--- src/rtl/load_use_scoreboard.sv ---
// rtl/load_use_scoreboard.sv - load-use hazard detector with a multi-cycle load scoreboard and a mem_wait freeze path.
// Optional perf counters (perf_stalls, perf_freezes) are built when LOAD_USE_PERF_EN is defined.
module load_use_scoreboard #(
    parameter int REG_W           = 5,
    parameter int LOAD_LAT        = 1,
    parameter int ZERO_REG_EXEMPT = 1,
    parameter int CNT_W           = 8
) (
    input  logic             clk,
    input  logic             rst,
    input  logic             ID_EXMemRead,
    input  logic [REG_W-1:0] ID_EXRt,
    input  logic [REG_W-1:0] IF_IDRs,
    input  logic [REG_W-1:0] IF_IDRt,
    input  logic             IF_IDuseRs,
    input  logic             IF_IDuseRt,
    input  logic             mem_wait,
    output logic             ID_EXzero,
    output logic             IF_IDhold,
    output logic             sel,
    output logic             pipe_freeze,
`ifdef LOAD_USE_PERF_EN
    output logic [31:0]      perf_stalls,
    output logic [31:0]      perf_freezes,
`endif
    output logic [CNT_W-1:0] stall_run
);

    localparam int SB_DEPTH = LOAD_LAT - 1;

    logic sb_hit_rs;
    logic sb_hit_rt;
    logic hazard;

    function automatic logic exempt(input logic [REG_W-1:0] r);
        return (ZERO_REG_EXEMPT != 0) && (r == '0);
    endfunction

    // Loads that have left ID/EX but whose data is not yet forwardable.
    generate
        if (SB_DEPTH > 0) begin : g_sb
            logic [SB_DEPTH-1:0]            sb_valid;
            logic [SB_DEPTH-1:0][REG_W-1:0] sb_dest;

            always_ff @(posedge clk or posedge rst) begin
                if (rst) begin
                    sb_valid <= '0;
                    sb_dest  <= '0;
                end else if (!mem_wait) begin
                    sb_valid[0] <= ID_EXMemRead;
                    sb_dest[0]  <= ID_EXRt;
                    for (int k = 1; k < SB_DEPTH; k++) begin
                        sb_valid[k] <= sb_valid[k-1];
                        sb_dest[k]  <= sb_dest[k-1];
                    end
                end
            end

            always_comb begin
                sb_hit_rs = 1'b0;
                sb_hit_rt = 1'b0;
                for (int k = 0; k < SB_DEPTH; k++) begin
                    if (sb_valid[k] && (sb_dest[k] == IF_IDRs)) sb_hit_rs = 1'b1;
                    if (sb_valid[k] && (sb_dest[k] == IF_IDRt)) sb_hit_rt = 1'b1;
                end
            end
        end else begin : g_no_sb
            assign sb_hit_rs = 1'b0;
            assign sb_hit_rt = 1'b0;
        end
    endgenerate

    always_comb begin
        logic match_rs;
        logic match_rt;
        match_rs = ((ID_EXMemRead && (ID_EXRt == IF_IDRs)) || sb_hit_rs) && !exempt(IF_IDRs);
        match_rt = ((ID_EXMemRead && (ID_EXRt == IF_IDRt)) || sb_hit_rt) && !exempt(IF_IDRt);
        hazard   = (IF_IDuseRs && match_rs) || (IF_IDuseRt && match_rt);
    end

    // mem_wait freezes everything without a bubble; the hazard is rechecked once it drops.
    always_comb begin
        ID_EXzero   = 1'b0;
        IF_IDhold   = 1'b0;
        sel         = 1'b0;
        pipe_freeze = 1'b0;
        if (!rst) begin
            if (mem_wait) begin
                pipe_freeze = 1'b1;
                IF_IDhold   = 1'b1;
                sel         = 1'b1;
            end else if (hazard) begin
                ID_EXzero = 1'b1;
                IF_IDhold = 1'b1;
                sel       = 1'b1;
            end
        end
    end

    always_ff @(posedge clk or posedge rst) begin
        if (rst) begin
            stall_run <= '0;
        end else if (!mem_wait) begin
            if (!hazard) begin
                stall_run <= '0;
            end else if (stall_run != '1) begin
                stall_run <= stall_run + 1'b1;
            end
        end
    end

`ifdef LOAD_USE_PERF_EN
    always_ff @(posedge clk or posedge rst) begin
        if (rst) begin
            perf_stalls  <= '0;
            perf_freezes <= '0;
        end else begin
            if (mem_wait) perf_freezes <= perf_freezes + 32'd1;
            else if (hazard) perf_stalls <= perf_stalls + 32'd1;
        end
    end
`endif

endmodule

--- config.mk ---
export PLATFORM = sky130hd
export DESIGN_NAME = load_use_scoreboard
export DESIGN_NICKNAME = d
export VERILOG_FILES = /design/src/rtl/load_use_scoreboard.sv
export SDC_FILE = /design/constraint.sdc
export NUM_CORES = 1
export LEC_CHECK = 0
export CAP_MARGIN = 40
export CORE_MARGIN = 2
export CORE_UTILIZATION = 34
export CTS_CLUSTER_SIZE = 14
export DETAILED_ROUTE_END_ITERATION = 16
export PLACE_DENSITY = 0.83
export REMOVE_ABC_BUFFERS = 1
export SLEW_MARGIN = 20
export SYNTH_ARGS = -nofsm -noshare
export SYNTH_HDL_FRONTEND = slang
export SYNTH_SLANG_ARGS = --single-unit
--- constraint.sdc ---
create_clock -name clk -period 2.6 [get_ports clk]
set_clock_uncertainty 0.2 [all_clocks]
set_input_delay 0.78 -clock clk [delete_from_list [all_inputs] [get_ports clk]]
set_output_delay 0.78 -clock clk [all_outputs]
set_load 0.03 [all_outputs]
# Word-level counts from Yosys, hierarchy flattened
# Cells that the tools add are included.
dict set report classes {
  addsub 1
  multipliers 0
  div 0
  order_cmp 0
  n_eq_ne 4
  shifts 0
  muxes 9
  bitwise 1
  reduce_logical 12
}
# operator count
set ops {}
lappend ops {{$mux 8} 2}
lappend ops {{$eq 5x5->1} 2}
lappend ops {{$logic_not 5->1} 2}
lappend ops {{$add 8x1->8 const B} 1}
lappend ops {{$ne 8x8->1 const B} 1}
lappend ops {{$mux 1} 7}
lappend ops {{$logic_and 1x1->1} 6}
lappend ops {{$logic_not 1->1} 2}
lappend ops {{$ne 2x1->1 const B} 1}
lappend ops {{$reduce_and 2->1} 1}
lappend ops {{$logic_or 1x1->1} 1}
lappend ops {{$not 1->1} 1}
dict set report totals {
  ff_bits 8
  latchBits 0
  ramBits 0
  mem_bits_ro 0
  in_bits 21
  output_inout_bits 12
  word_cells 28
  n_memories 0
}

# Logic depth before layout (Yosys ltp)
dict set report depth {
  depth_word 8
  depth_mapped 6
  mapped_depth_nobuf 6
}

# Worst setup path before layout
# No wires, ideal clock.
dict set report synth_timing {
  path_type {input port to output port}
  startpoint {in IF_IDRs[0]}
  endpoint {out sel}
  arrival_time_ns 2.300
  t_required_ns 1.620
  slack_ns -0.680
  stages 6
  n_path_buf 1
  cell_sequence {xnor2_1 -> o2111ai_1 -> a211oi_1 -> nor2_2 -> a21oi_1 -> buf_4}
}
dict set report synth_between {
  elab_chain_cells 8
}
# element line
set synth_lines {}
lappend synth_lines {{start: declaration} 13} ;# input logic [REG_W-1:0] IF_IDRs,
lappend synth_lines {{$eq 5x5->1 or $logic_not 5->1 (tied branches)} {76, 36}}
lappend synth_lines {{$logic_and 1x1->1 or $logic_not 1->1 (tied branches)} 76} ;# match_rs = ((ID_EXMemRead && (ID_EXRt == IF_IDRs)) || sb_hit_rs) && !exempt(IF_IDRs);
lappend synth_lines {{$logic_and 1x1->1 *} 76}
lappend synth_lines {{$logic_and 1x1->1 *} 78} ;# hazard = (IF_IDuseRs && match_rs) || (IF_IDuseRt && match_rt);
lappend synth_lines {{$logic_or 1x1->1 *} 78}
lappend synth_lines {{$mux 1 * (3 in series)} -}
lappend synth_lines {{end: declaration} 20} ;# output logic sel,
# Every way passes the cells marked *; elsewhere a longest branch is shown, timed or not.

# Final worst setup path
dict set report layout_timing {
  startpoint {in IF_IDRt[0]}
  endpoint {out ID_EXzero}
}
dict set report layout_between {
  elab_chain_cells 8
}
# element line
set layout_lines {}
lappend layout_lines {{start: declaration} 14} ;# input logic [REG_W-1:0] IF_IDRt,
lappend layout_lines {{$eq 5x5->1 or $logic_not 5->1 (tied branches)} {77, 36}}
lappend layout_lines {{$logic_and 1x1->1 or $logic_not 1->1 (tied branches)} 77} ;# match_rt = ((ID_EXMemRead && (ID_EXRt == IF_IDRt)) || sb_hit_rt) && !exempt(IF_IDRt);
lappend layout_lines {{$logic_and 1x1->1 *} 77}
lappend layout_lines {{$logic_and 1x1->1 *} 78}
lappend layout_lines {{$logic_or 1x1->1 *} 78}
lappend layout_lines {{$mux 1 *} 92} ;# end else if (hazard) begin
lappend layout_lines {{$mux 1 *} 88} ;# if (mem_wait) begin
lappend layout_lines {{$mux 1 *} 87} ;# if (!rst) begin
lappend layout_lines {{end: declaration} 18} ;# output logic ID_EXzero,
# Marked as above.

==> impl_metrics.tcl <==
set metrics [dict create \
    fin_area_um2 1110 \
    post_drt_wl_per_cell_um 13.9 \
    violations "negative setup slack" \
    slowest_stage "a211oi_2" \
    intPower_w 0.000238 \
    antennaDiodeCount 0 \
    rows 15 \
    dr.pass1.iters 4 \
    syn_area_per_cell_um2 8.36 \
    ctsHoldBuffers 0 \
    grt_first_pass_wirelength_um 2820 \
    grt_start_max_net_pins 10 \
    synthTopCellsByArea "dfrtp_1 (33%), xnor2_1 (13%), a21oi_1 (5.7%), nand2_1 (4.9%), nand3_1 (3.3%)" \
    critical_path_buf_inv_count 2 \
    hold_class "flip-flop to flip-flop" \
    pwr_density_cell_nw_per_um2 304 \
    grt_usage_pct 18.8 \
    globalplace.congestion 0.873 \
    post-route-period-util_pct 111 \
    slew_viol_final 0 \
    required_ns 1.62 \
    syn_area_um2 611 \
    die_height_um 46.4 \
    slew-limit-headroom_pct 79.1 \
    p_leak_nw 0.463 \
    core_area_um2 1710 \
    cts_tree "done" \
    critPathLaunchType "input pin" \
    grt_setup_unrepaired "true" \
    worstReg2RegStart "stall_run[0]" \
    drt_wl_total_um 1890 \
    yosysTopAreaCell "dfrtp_1" \
    seqPwrFrac_pct 38.0 \
    reg_top3 "stall_run x8" \
    ys_seq_area_share_pct 32.8 \
    die_area_um2 2150 \
    ctsHtreeMaxLevel 1 \
    rrSetupSlack_ns 0.88 \
    arrival_ns 1.90 \
    p_sw_w 0.0000995 \
    final-setup-viol-count 3 \
    p_clk_share_pct 30.4 \
    worstSetupEndpointType "output pin" \
    synth_top_area_share_pct 32.8 \
    cts_made_buffers 3 \
    min_period_ns 2.88 \
    whs_path_depth 2 \
    dp.final_hpwl_um 1340 \
    regMostFlops "stall_run" \
    finalHoldViolCount 0 \
    r2r-end "stall_run[0]" \
    p_comb_share_pct 31.6 \
    area_growth_pct 81.4 \
    irDropWorstVdd_mv 0.177 \
    largest_reg_flops 8 \
    yosysUniqueCellTypes 27 \
    die_w_um 46.4 \
    port_buffers 32 \
    cts.sinks 8 \
    antenna_found_initial 0 \
    slowest_delay_ns 0.28 \
    worst_slack_ns -0.275 \
    boundaryPins 33 \
    worst_pin_slew_ns 0.312 \
    cts.path.max_buffers 2 \
    max_cap_violations 0 \
    grt_pass1_vias 692 \
    route.vias.total 711 \
    drc 0 \
    status "complete, but fails checks" \
    critPathKind "input pin to output pin" \
    ys_ff_latch 8 \
    min_to "stall_run[6]" \
    dpl-instance-area_um2 967 \
    synth_warnings 0 \
    cts_root_buf "clkbuf_4" \
    drive_gt1_share_pct 41.4 \
    clk_latency_ns 0.27 \
    nNetsFinal 135 \
    vias_per_cell 5.23 \
    max_freq_ghz 0.348 \
    clk_pin_slew_ns 0.06 \
    crit_family "simple AND/OR/NAND/NOR gates" \
    ant_nets 0 \
    worst_r2r_path_depth 6 \
    final_util_pct 64.8 \
    drtIter0Drc 24 \
    path_cells "buf_8, xnor2_2, nand3_1, a211oi_2, nor2_2, nor3_1, buf_4" \
    cp_max_fo 3 \
    hold_start "stall_run[6]" \
    synth_cells 73 \
    switching_share_pct 29.5 \
    initial_core_util_pct 35.8 \
    grt_overflow 0 \
]
-- placed cells by master, fill, tap and decap left out, drive strengths merged --
| cell type | instances |
|---|---|
| dfrtp | 8 |
| clkdlybuf4s50 | 9 |
| o2111ai | 2 |
| inv | 5 |
| and4 | 1 |
| dlygate4sd2 | 4 |
| a31oi | 1 |
| o41ai | 2 |
| nor3 | 3 |
| xnor2 | 9 |
| nand4b | 1 |
| a41oi | 1 |
| clkdlybuf4s15 | 1 |
| nand2 | 8 |
| xor2 | 2 |
| mux2 | 1 |
| ha | 1 |
| o31ai | 1 |
| o21ai | 2 |
| buf | 24 |
| a211oi | 2 |
| nor3b | 1 |
| nand3 | 4 |
| nand4 | 1 |
| o211ai | 1 |
| a21oi | 7 |
| a221oi | 2 |
| nor2 | 4 |
| clkbuf | 3 |
-- synthesized netlist by cell type --
cell	count
a31oi_1	1
o41ai_1	2
nor3_1	3
dfrtp_1	8
o211ai_1	1
mux2_2	1
o2111ai_1	2
o21ai_0	2
a221oi_1	2
xor2_1	2
inv_1	5
buf_4	1
a41oi_1	1
ha_1	1
clkbuf_1	2
nand4b_1	1
xnor2_1	9
and4_1	1
nor2_2	1
a211oi_1	2
a21oi_1	7
nand4_1	1
nand2_1	8
nand3_1	4
o31ai_1	1
nor2_1	3
nor3b_1	1
-- metrics by stage --
stage | TNS (ns) | std cells | total power [W] | setup slack (ns) | hold WS (ns)
floorplan | -2.08 | 70 | 0.000164 | -0.787 | 0.396
global placement | -2.74 | 131 | 0.000215 | -0.765 | 0.328
detailed placement | -3.06 | 131 | 0.000217 | -0.798 | 0.342
CTS | -0.570 | 136 | 0.000330 | -0.195 | 0.354
global route | -1.06 | 136 | 0.000349 | -0.360 | 0.405
finish | -0.791 | 136 | 0.000337 | -0.275 | 0.353
-- worst max-delay path by stage --
stage	cells after the start	endpoint	from
after floorplan	5	IF_IDhold	IF_IDRs[0]
after global placement	7	IF_IDhold	ID_EXRt[0]
after detailed placement	7	sel	ID_EXRt[0]
after CTS	7	sel	ID_EXRt[0]
after global routing	7	sel	IF_IDRt[0]
final	7	ID_EXzero	IF_IDRt[0]
-- power by group through the flow --
stage          combinational (W)  sequential, W  clock (W)
3_5_place_dp           0.0000861       0.000130          0
3_3_place_gp           0.0000842       0.000130          0
5_1_grt                 0.000113       0.000129   0.000108
4_1_cts                 0.000102       0.000128   0.000101
6_report                0.000107       0.000128   0.000102
2_1_floorplan          0.0000311       0.000133          0
-- repair_timing --
action                                  4_1_cts  5_1_grt
pin swaps                                    16        2
endpoints found under the hold margin         0        0
setup buffers                                 2        0
gates resized for setup                      96        3
endpoints found under the setup margin        4        3
-- cell type report --
type	count	area, um2
fillers	147	601
repair buffers	38	364
inverters	5	18.8
multi-input cells	57	470
well taps	25	31.3
clock buffers	3	22.5
flip-flops and latches	8	200
-- metal layers --
layer | track usage, % | vias to the layer above | routed length, um
li1 | - | 347 | -
met1 | 19.1 | 326 | 670
met2 | 35.6 | 33 | 1050
met3 | 4.31 | 5 | 136
met4 | 8.57 | 0 | 34
met5 | 0 | - | 0
-- cell families (layout without fill, tap and decap cells) --
logic type               Yosys count  count (layout)  synth area share (%)
AO/OA/AOI/OAI                     21              21                  23.4
XOR/XNOR                          11              11                  15.8
adder cells (fa/ha/maj)            1               1                  2.05
buffers and inverters              8              46                  5.53
flip-flops                         8               8                  32.8
multiplexers                       1               1                  1.84
AND/OR/NAND/NOR                   23              23                  18.6
-- tightest hold or removal path: cells and delay by family, from the launching register on --
family	cells	cell delay (ns)
flip-flops	1	0.40
AND/OR/NAND/NOR	1	0.07
AO/OA/AOI/OAI	1	0.05
(Power assumes the default switching activity.)
